`config.mk`:
```
export PLATFORM = sky130hd
export DESIGN_NAME = redis_cache_obi_ctrl
export DESIGN_NICKNAME = d
export VERILOG_FILES = /design/src/rtl/redis_cache_obi_ctrl.sv
export SDC_FILE = /design/constraint.sdc
export NUM_CORES = 1
export LEC_CHECK = 0
export CORE_MARGIN = 2
export CORE_UTILIZATION = 45
export CTS_CLUSTER_SIZE = 16
export DETAILED_ROUTE_END_ITERATION = 10
export PLACE_DENSITY = 0.89
export SLEW_MARGIN = 10
export SYNTH_ARGS = -nofsm -noshare
export SYNTH_HDL_FRONTEND = slang
export SYNTH_SLANG_ARGS = --single-unit
```
`constraint.sdc`:
```
create_clock -name clk_i -period 2.3 [get_ports clk_i]
set_input_delay 0.46 -clock clk_i [delete_from_list [all_inputs] [get_ports clk_i]]
set_output_delay 0.46 -clock clk_i [all_outputs]
set_load 0.05 [all_outputs]
```
`src/rtl/redis_cache_obi_ctrl.sv`:
```
// OBI register front-end and single-outstanding GET/PUT/DEL sequencer for the RedisCache core.
// Optional WAIT-abort watchdog is enabled with `define REDIS_CTRL_TIMEOUT_EN.
module redis_cache_obi_ctrl #(
   parameter int unsigned KeyWidth      = 32,
   parameter int unsigned ValueWidth    = 32,
   parameter int unsigned IdWidth       = 1,
   parameter int unsigned TimeoutCycles = 1024
) (
   input  logic                  clk_i,
   input  logic                  rst_i,
   input  logic                  obi_req_i,
   output logic                  obi_gnt_o,
   input  logic [31:0]           obi_addr_i,
   input  logic                  obi_we_i,
   input  logic [3:0]            obi_be_i,
   input  logic [31:0]           obi_wdata_i,
   input  logic [IdWidth-1:0]    obi_aid_i,
   output logic                  obi_rvalid_o,
   output logic [31:0]           obi_rdata_o,
   output logic [IdWidth-1:0]    obi_rid_o,
   output logic                  obi_err_o,
   output logic                  core_op_valid_o,
   input  logic                  core_op_ready_i,
   output logic [1:0]            core_op_code_o,
   output logic [KeyWidth-1:0]   core_key_o,
   output logic [ValueWidth-1:0] core_value_o,
   input  logic                  core_resp_valid_i,
   input  logic                  core_resp_hit_i,
   input  logic                  core_resp_full_i,
   input  logic [ValueWidth-1:0] core_resp_value_i
);

   localparam logic [11:0] OffKey    = 12'h000;
   localparam logic [11:0] OffWval   = 12'h004;
   localparam logic [11:0] OffCmd    = 12'h008;
   localparam logic [11:0] OffStatus = 12'h00C;
   localparam logic [11:0] OffRval   = 12'h014;
   localparam logic [1:0]  OpGet     = 2'd1;
   localparam logic [1:0]  OpPut     = 2'd2;

   typedef enum logic [1:0] {S_IDLE, S_ISSUE, S_WAIT, S_DONE} state_e;

   state_e                state_q, state_d;
   logic                  busy;
   logic                  launch, resp_take, tmo_hit;
   logic [11:0]           off;
   logic [KeyWidth-1:0]   key_q;
   logic [ValueWidth-1:0] wval_q, rval_q;
   logic [1:0]            op_q;
   logic                  done_q, hit_q, full_q, tmo_q;
   logic [31:0]           status, rdata_d;
   logic                  err_d;
   logic                  rvalid_q, err_q;
   logic [31:0]           rdata_q;
   logic [IdWidth-1:0]    rid_q;

   function automatic logic [31:0] be_merge(input logic [31:0] old, input logic [31:0] wd,
                                            input logic [3:0] be);
      logic [31:0] res;
      res = old;
      for (int b = 0; b < 4; b++)
         if (be[b]) res[8*b +: 8] = wd[8*b +: 8];
      return res;
   endfunction

   assign off       = obi_addr_i[11:0];
   assign obi_gnt_o = obi_req_i;
   // DONE is not busy, so a new CMD may launch straight out of it without being lost.
   assign launch    = obi_req_i && obi_we_i && !busy && off == OffCmd && obi_be_i[0] &&
                      obi_wdata_i[1:0] != 2'd0;
   assign resp_take = core_resp_valid_i &&
                      (state_q == S_WAIT || (state_q == S_ISSUE && core_op_ready_i));

`ifdef REDIS_CTRL_TIMEOUT_EN
   localparam int unsigned CntW = $clog2(TimeoutCycles + 1);
   logic [CntW-1:0] cnt_q;

   always_ff @(posedge clk_i) begin
      if (rst_i)                                       cnt_q <= '0;
      else if (state_d == S_ISSUE && state_q != S_ISSUE) cnt_q <= '0;
      else if (busy)                                   cnt_q <= cnt_q + 1'b1;
   end

   assign tmo_hit = busy && !resp_take && cnt_q == CntW'(TimeoutCycles - 1);
`else
   logic unused_tmo;
   assign unused_tmo = (TimeoutCycles == 0);
   assign tmo_hit    = 1'b0;
`endif

   logic unused_addr;
   assign unused_addr = ^obi_addr_i[31:12];

   // FSM: state register
   always_ff @(posedge clk_i) begin
      if (rst_i) state_q <= S_IDLE;
      else       state_q <= state_d;
   end

   // FSM: next state
   always_comb begin
      state_d = state_q;
      case (state_q)
         S_IDLE:  if (launch) state_d = S_ISSUE;
         S_ISSUE: if (resp_take || tmo_hit)   state_d = S_DONE;
                  else if (core_op_ready_i)   state_d = S_WAIT;
         S_WAIT:  if (resp_take || tmo_hit)   state_d = S_DONE;
         S_DONE:  state_d = launch ? S_ISSUE : S_IDLE;
         default: state_d = S_IDLE;
      endcase
   end

   // FSM: outputs
   always_comb begin
      busy            = (state_q == S_ISSUE) || (state_q == S_WAIT);
      core_op_valid_o = (state_q == S_ISSUE);
   end

   assign core_op_code_o = op_q;
   assign core_key_o     = key_q;
   assign core_value_o   = wval_q;

   assign status = {22'd0, op_q, 3'd0, tmo_q, full_q, hit_q, done_q, busy};

   always_comb begin
      rdata_d = 32'd0;
      err_d   = 1'b0;
      case (off)
         OffKey:    begin rdata_d = 32'(key_q);  err_d = obi_we_i && busy; end
         OffWval:   begin rdata_d = 32'(wval_q); err_d = obi_we_i && busy; end
         OffCmd:    err_d = obi_we_i && busy;
         OffStatus: rdata_d = status;
         OffRval:   rdata_d = 32'(rval_q);
         default:   err_d = 1'b1;
      endcase
      if (obi_we_i) rdata_d = 32'd0;
   end

   always_ff @(posedge clk_i) begin
      if (rst_i) begin
         rvalid_q <= 1'b0;
         rdata_q  <= '0;
         err_q    <= 1'b0;
         rid_q    <= '0;
         key_q    <= '0;
         wval_q   <= '0;
         rval_q   <= '0;
         op_q     <= '0;
         done_q   <= 1'b0;
         hit_q    <= 1'b0;
         full_q   <= 1'b0;
         tmo_q    <= 1'b0;
      end else begin
         rvalid_q <= obi_req_i;
         if (obi_req_i) begin
            rdata_q <= rdata_d;
            err_q   <= err_d;
            rid_q   <= obi_aid_i;
         end
         if (obi_req_i && obi_we_i && !busy && off == OffKey)
            key_q <= KeyWidth'(be_merge(32'(key_q), obi_wdata_i, obi_be_i));
         if (obi_req_i && obi_we_i && !busy && off == OffWval)
            wval_q <= ValueWidth'(be_merge(32'(wval_q), obi_wdata_i, obi_be_i));
         if (launch) begin
            op_q   <= obi_wdata_i[1:0];
            done_q <= 1'b0;
            hit_q  <= 1'b0;
            full_q <= 1'b0;
            tmo_q  <= 1'b0;
         end
         if (resp_take) begin
            done_q <= 1'b1;
            hit_q  <= core_resp_hit_i;
            full_q <= core_resp_full_i && op_q == OpPut;
            rval_q <= (op_q == OpGet && core_resp_hit_i) ? core_resp_value_i : '0;
         end else if (tmo_hit) begin
            done_q <= 1'b1;
            tmo_q  <= 1'b1;
            hit_q  <= 1'b0;
            full_q <= 1'b0;
            rval_q <= '0;
         end
      end
   end

   assign obi_rvalid_o = rvalid_q;
   assign obi_rdata_o  = rdata_q;
   assign obi_err_o    = err_q;
   assign obi_rid_o    = rid_q;

endmodule

```
==> results of run 1 <==
==> cells by family (layout without fill, tap and decap cells) <==
logic type               after synthesis  count (layout)  synth area share [%]
AO/OA/AOI/OAI                        231             231                 24.66
AND/OR/NAND/NOR                      158             158                 15.66
flip-flops                           138             138                 46.22
buffers and inverters                 77             280                 5.212
multiplexers                          42              42                 7.055
adder cells (fa/ha/maj)                5               5                 1.047
XOR/XNOR                               1               1                0.1466
==> stage by stage <==
| step | TNS, ns | total power, mW |
|---|---|---|
| finish | 0 | 6.003 |
| detailed placement | -2.353 | 2.843 |
| global placement | -1.100 | 2.842 |
| floorplan | 0 | 2.595 |
| CTS | 0 | 6.032 |
| global route | 0 | 6.177 |
==> state kept, by name, summed over array words and instances, names as in the netlist, 2 cells and up <==
signal,flops
core_key_o,32
core_value_o,32
obi_rdata_o,32
rval_q,32
core_op_code_o,2
state_q,2
==> cell type report <==
class,instances,area (um2)
Fill cell,969,4086
Multi-Input combinational cell,437,2932
Sequential cell,138,2763
Timing Repair Buffer,235,2331
Clock buffer,22,494.2
Tap cell,176,220.2
Clock inverter,10,210.2
Inverter,13,48.80
==> worst max-delay path by stage <==
stage	from	endpoint	slack, ns	cells past startpoint
global placement	obi_req_i	obi_rdata_o[18]$_SDFFE_PP0P_	-0.11	5
detailed placement	obi_req_i	obi_rdata_o[23]$_SDFFE_PP0P_	-0.17	5
CTS	core_op_code_o[1]$_SDFFE_PP0N_	core_op_code_o[1]	0.14	1
global route	state_q[0]$_SDFFE_PP0P_	core_value_o[25]$_SDFFE_PP0P_	0.03	7
floorplan	state_q[1]$_SDFFE_PP0P_	rval_q[10]$_SDFFE_PP0P_	0.21	7
finish	core_key_o[18]$_SDFFE_PP0P_	core_key_o[18]	0.14	1
==> layout by cell type (no fill, tap or decap), types with 8 or more instances in the layout <==
master | netlist | layout
sky130_fd_sc_hd__clkbuf_16 | 0 | 17
sky130_fd_sc_hd__nand2b_1 | 18 | 18
sky130_fd_sc_hd__inv_1 | 10 | 10
sky130_fd_sc_hd__o21ai_0 | 35 | 34
sky130_fd_sc_hd__nand4_1 | 50 | 50
sky130_fd_sc_hd__nor2_1 | 39 | 38
sky130_fd_sc_hd__a22oi_1 | 32 | 32
sky130_fd_sc_hd__a32oi_1 | 32 | 32
sky130_fd_sc_hd__buf_4 | 1 | 38
sky130_fd_sc_hd__a21oi_1 | 65 | 65
sky130_fd_sc_hd__o31ai_1 | 24 | 24
sky130_fd_sc_hd__o21ai_1 | 27 | 27
sky130_fd_sc_hd__buf_12 | 0 | 8
sky130_fd_sc_hd__mux2i_1 | 41 | 41
sky130_fd_sc_hd__nand3_1 | 14 | 14
sky130_fd_sc_hd__clkdlybuf4s50_1 | 0 | 187
sky130_fd_sc_hd__dfxtp_1 | 138 | 138
==> layer usage <==
metal  up-vias  part of all wire [%]  global-route usage, %  wire (um)
met3        55                   8.3                  6.370       1679
met2       367                    48                  47.13       9773
met5         -                 0.064                      0         13
met4         2                   2.8                  13.02        570
li1       2876                     -                      -          -
met1      2999                    40                  35.57       8154
==> power breakdown <==
group,internal (mW),switching (mW)
Sequential,2.39,0.00132
Clock,2.18,1.02
Combinational,0.201,0.205
==> what timing repair did <==
action	CTS	global route
pin swaps	0	0
setup buffers	0	0
setup endpoints to repair	1	1
endpoints found under the hold margin	0	0
resized for setup	1	2
==> results_dict.tcl, run 1 <==
set metrics [dict create \
    detailed_place.area_um2 8293 \
    clock_latency_on_the_worst_skew_pair_ns 0.42 \
    vias_per_cell 6.110 \
    synth_most_common_cell "sky130_fd_sc_hd__dfxtp_1" \
    postSynth.asyncResetShare_pct 0 \
    die_y_um 119.3 \
    crit_path_max_incr_delay_ns 0.86 \
    final.min_clock_period_ns 2.156 \
    synth_enable_flop_cells 0 \
    antenna_found_initial 1 \
    synthesis.area_um2 5977 \
    worst-path-max-fanout 3 \
    synth_nets 766 \
    tightestPinTransition_ns 1.191 \
    synthTopCellsByArea "sky130_fd_sc_hd__dfxtp_1, sky130_fd_sc_hd__mux2i_1, sky130_fd_sc_hd__a21oi_1, sky130_fd_sc_hd__nand4_1, sky130_fd_sc_hd__a32oi_1" \
    detail_route.iter0.violations 640 \
    start_kind "flop" \
    width_of_the_die_um 119.3 \
    cts.clk_slew.worst_paths_ns 0.06 \
    place.detailed.hpwl_um 13720 \
    worst_hold_margin_ns 0.3155 \
    synth_warnings 0 \
    hold_end "core_op_code_o[1]$_SDFFE_PP0N_" \
    crit_path_top_delay_cell "sky130_fd_sc_hd__clkdlybuf4s50_1" \
    final_design_area_no_fill_um2 8999 \
    detail_route.wl_per_cell_um 19.58 \
    total_wirelength_um 20190 \
    post-route-period-util_pct 93.72 \
    grt_start_max_net_pins 57 \
    finalCoreUtilization_pct 68.77 \
    synth-seq-cells 138 \
    yosys.area.top_type_share_pct 46.22 \
    timing.final.ws_setup_ns 0.1444 \
    floorplan.rows 42 \
    floorplan.die_area_um2 14220 \
    hold_path_startpoint "rst_i" \
    cts_root_buffer "sky130_fd_sc_hd__clkbuf_16" \
    cp_cell_sequence "clkdlybuf4s50_1" \
    drv_cap 0 \
    drt-pass1-iter-count 6 \
    synth.largest_area_cell "sky130_fd_sc_hd__dfxtp_1" \
    clk_path_buf_depth 2 \
    antenna-diode-count 0 \
    ys_top_cells_by_count "sky130_fd_sc_hd__dfxtp_1, sky130_fd_sc_hd__a21oi_1, sky130_fd_sc_hd__nand4_1" \
    outcome "finished, final reports clean" \
    yosysUniqueCellTypes 48 \
    route.antenna.remaining_nets 0 \
    postSynthCellCount 652 \
    pre_cts_setup_slack_ns -0.1678 \
    worstReg2RegEnd "core_value_o[16]$_SDFFE_PP0P_" \
    ir_worst_vdd_mv 0.4425 \
    r2r_setup_slack_ns 0.20 \
    placement.io_buffers 191 \
    rsz_0062_raised_after_global_routing "no" \
    setup.worst_path.end_class "output port" \
    tritoncts "done" \
    finalMaxSlewViolations 0 \
    leakagePower_nw 3.061 \
    clock_sink_count 138 \
    worst-endpoint-arrival_ns 1.70 \
    instances_no_fill 1031 \
    worst_r2r_startpoint "state_q[0]$_SDFFE_PP0P_" \
    drive_gt1_share_pct 11.35 \
    top_level_ports 212 \
    p_per_area_nw_per_um2 667.1 \
    cp_data_required_time_ns 1.84 \
    vias 6299 \
    fmax_ghz 0.4639 \
    synth_seq_area_share_pct 46.22 \
    gp_congestion 0.8664 \
    cp_num_buf_inv 1 \
    grt_pass1_vias 6018 \
    drcViolationCount 0 \
    ctsHoldBuffers 0 \
    grt_pass1_wl_um 31690 \
    hold_viol_final 0 \
    synth_ff_type "sky130_fd_sc_hd__dfxtp_1" \
    fin_nets 956 \
    start_util_pct 45.68 \
    finClkSkew_ns 0.009347 \
    syn_to_final_growth_pct 50.55 \
    total_setup_violations_reported_at_the_end_of_the_flow 0 \
    min_delay_path_depth 2 \
    post-place-cells 999 \
    cts-buffers-inserted 17 \
    globalRouteTotalUtil_pct 28.56 \
    max_slew_margin_pct 20.49 \
    grt.overflow.total 0 \
    timing.hold.worst.class "in2reg" \
    reg2regPathDepth 7 \
    syn_avg_cell_area_um2 9.167 \
    setup.worst_path.class "reg2out" \
    htreeDepth 4 \
    critical_path.top_delay_family "buffers and inverters" \
    fp.coreArea_um2 13090 \
]
No activity file was read; power rests on OpenSTA's default activity.
==> run 2: changes to the inputs <==
==> constraint.sdc (replaced) <==
create_clock -name clk_i -period 2 [get_ports clk_i]
set_input_delay 0.4 -clock clk_i [delete_from_list [all_inputs] [get_ports clk_i]]
set_output_delay 0.4 -clock clk_i [all_outputs]
set_load 0.05 [all_outputs]
==> run 2 against run 1 <==
Via count is 0.19% higher. Routed wire length up 2.9%. First-iteration DRC count is 3.1% higher. Hold slack better by 0.14 ns. Global-route usage up 0.37 points. Core utilization increased by 0.31 points. Sequential share of layout area decreased by 0.11 points. Critical path depth unchanged. Critical path type unchanged. Critical endpoint is now obi_rdata_o[19].
==> results_dict.tcl, run 2 (synthesized netlist as in run 1, its figures left out) <==
set metrics [dict create \
    outcome "finished, final reports clean" \
    worst_hold_margin_ns 0.4599 \
    crit_path_max_incr_delay_ns 0.83 \
    drv_cap 0 \
    finalMaxSlewViolations 0 \
    post-place-cells 1003 \
    place.detailed.hpwl_um 13960 \
    reg2regPathDepth 6 \
    worst_r2r_startpoint "state_q[0]$_SDFFE_PP0P_" \
    final.min_clock_period_ns 1.976 \
    p_total_mw 6.642 \
    vias_per_cell 6.098 \
    detail_route.iter0.violations 660 \
    max_slew_margin_pct 59.73 \
    ctsHoldBuffers 0 \
    final_common_cell "sky130_fd_sc_hd__dfxtp_1" \
    fp.coreArea_um2 13090 \
    worst-path-stages 1 \
    drcViolationCount 0 \
    crit_path_top_delay_cell "sky130_fd_sc_hd__clkdlybuf4s50_1" \
    setup.worst_path.end_class "output port" \
    p_switching_mw 1.430 \
    floorplan.rows 42 \
    finClkSkew_ns 0.01152 \
    post-route-period-util_pct 98.80 \
    detail_route.wl_per_cell_um 20.07 \
    finalCoreUtilization_pct 69.08 \
    p_sw_share_pct 21.53 \
    drive_gt1_share_pct 13.74 \
    multi_input_gate_area_in_the_final_layout_um2 2949 \
    min_delay_path_depth 2 \
    mostFrequentLayoutCells "sky130_fd_sc_hd__dfxtp_1, sky130_fd_sc_hd__clkdlybuf4s50_1, sky130_fd_sc_hd__a21oi_1, sky130_fd_sc_hd__dlygate4sd2_1, sky130_fd_sc_hd__nand4_1" \
    start_util_pct 45.68 \
    hold_end "obi_rdata_o[7]$_SDFFE_PP0P_" \
    cp_data_required_time_ns 1.60 \
    detailed_place.area_um2 8368 \
    vias 6311 \
    power_frac_seq_pct 41.5 \
    grt_start_max_net_pins 61 \
    instances_no_fill 1035 \
    top_level_ports 212 \
    critical_path.top_delay_family "buffers and inverters" \
    fmax_ghz 0.5060 \
    cp_cell_sequence "clkdlybuf4s50_1" \
    grt_pass1_vias 6132 \
    cts.clk_slew.worst_paths_ns 0.06 \
    drt-pass1-iter-count 5 \
    start_kind "flop" \
    p_clk_share_pct 51.2 \
    hold_path_startpoint "obi_rdata_o[7]$_SDFFE_PP0P_" \
    final_design_area_no_fill_um2 9039 \
    clk_path_buf_depth 2 \
    syn_to_final_growth_pct 51.22 \
    seqCellArea_um2 2765 \
    die_y_um 119.3 \
    cell_internal_power_mw 5.212 \
    gp_congestion 0.9164 \
    cp_num_buf_inv 1 \
    leakagePower_nw 3.917 \
    grt_pass1_wl_um 32370 \
    r2r_setup_slack_ns 0.12 \
    worstReg2RegEnd "state_q[0]$_SDFFE_PP0P_" \
    cts-buffers-inserted 17 \
    globalRouteTotalUtil_pct 28.93 \
    rsz_0062_raised_after_global_routing "no" \
    total_wirelength_um 20770 \
    clock_latency_on_the_worst_skew_pair_ns 0.42 \
    timing.hold.worst.class "reg2reg" \
    p_comb_share_pct 7.3 \
    grt.overflow.total 0 \
    tightestPinTransition_ns 0.6040 \
    tritoncts "done" \
    fillers 988 \
    width_of_the_die_um 119.3 \
    placement.io_buffers 191 \
    floorplan.die_area_um2 14220 \
    hold_viol_final 0 \
    htreeDepth 4 \
    antenna-diode-count 0 \
    worst-endpoint-arrival_ns 1.58 \
    ir_worst_vdd_mv 0.6001 \
    clock_sink_count 138 \
    route.antenna.remaining_nets 0 \
    setup.worst_path.class "reg2out" \
    p_per_area_nw_per_um2 734.8 \
    cts_root_buffer "sky130_fd_sc_hd__clkbuf_16" \
    antenna_found_initial 0 \
    fin_nets 960 \
    total_setup_violations_reported_at_the_end_of_the_flow 0 \
    worst-path-max-fanout 2 \
]
## run 2: cell count changes in the layout (fill, tap and decap cells not counted), sizes merged
| cell | delta |
|---|---|
| buf | +12 |
| bufinv | -2 |
| clkbuf | -1 |
| clkdlybuf4s50 | -93 |
| clkinv | +2 |
| dlygate4sd2 | +55 |
| dlymetal6s2s | +30 |
| inv | +1 |
## run 2: final cells by class
cell class	count	area share (%)
Clock inverter	11	1.827
Timing Repair Buffer	239	26.66
Clock buffer	21	5.316
Inverter	13	0.5399
Tap cell	176	2.436
Multi-Input combinational cell	437	32.63
Sequential cell	138	30.59
## run 2: repair_timing
item	in CTS	in global routing
setup endpoints to repair	69	89
setup buffers	0	0
pin swaps	0	0
resized for setup	57	49
## run 2: metal layers
layer | part of all wire (%) | track usage (%) | up-vias
met1 | 40 | 35.95 | 3024
met2 | 49 | 48.71 | 345
li1 | - | - | 2878
met3 | 7.5 | 5.364 | 64
met5 | 0 | 0 | -
met4 | 3.3 | 13.02 | 0
## run 2: how the worst max path moves through the flow
stage | from | to
3_3_place_gp | obi_addr_i[1] | obi_rdata_o[23]$_SDFFE_PP0P_
3_5_place_dp | obi_addr_i[1] | obi_rdata_o[3]$_SDFFE_PP0P_
2_1_floorplan | state_q[0]$_SDFFE_PP0P_ | state_q[0]$_SDFFE_PP0P_
5_1_grt | obi_rdata_o[23]$_SDFFE_PP0P_ | obi_rdata_o[23]
4_1_cts | state_q[0]$_SDFFE_PP0P_ | core_value_o[17]$_SDFFE_PP0P_
6_report | obi_rdata_o[19]$_SDFFE_PP0P_ | obi_rdata_o[19]
## run 2: through the flow
stage,worst slack (ns),setup TNS (ns)
floorplan,0.03643,0
global placement,-0.2826,-16.52
detailed placement,-0.3617,-21.36
CTS,-0.02910,-0.1734
global route,0.0004412,0
finish,0.02391,0
## run 2: power groups by stage
stage | logic (mW) | clock network (mW) | registers [mW]
floorplan | 0.157 | 0 | 2.83
global placement | 0.468 | 0 | 2.81
detailed placement | 0.472 | 0 | 2.81
CTS | 0.477 | 3.44 | 2.75
global route | 0.509 | 3.55 | 2.75
finish | 0.486 | 3.40 | 2.75
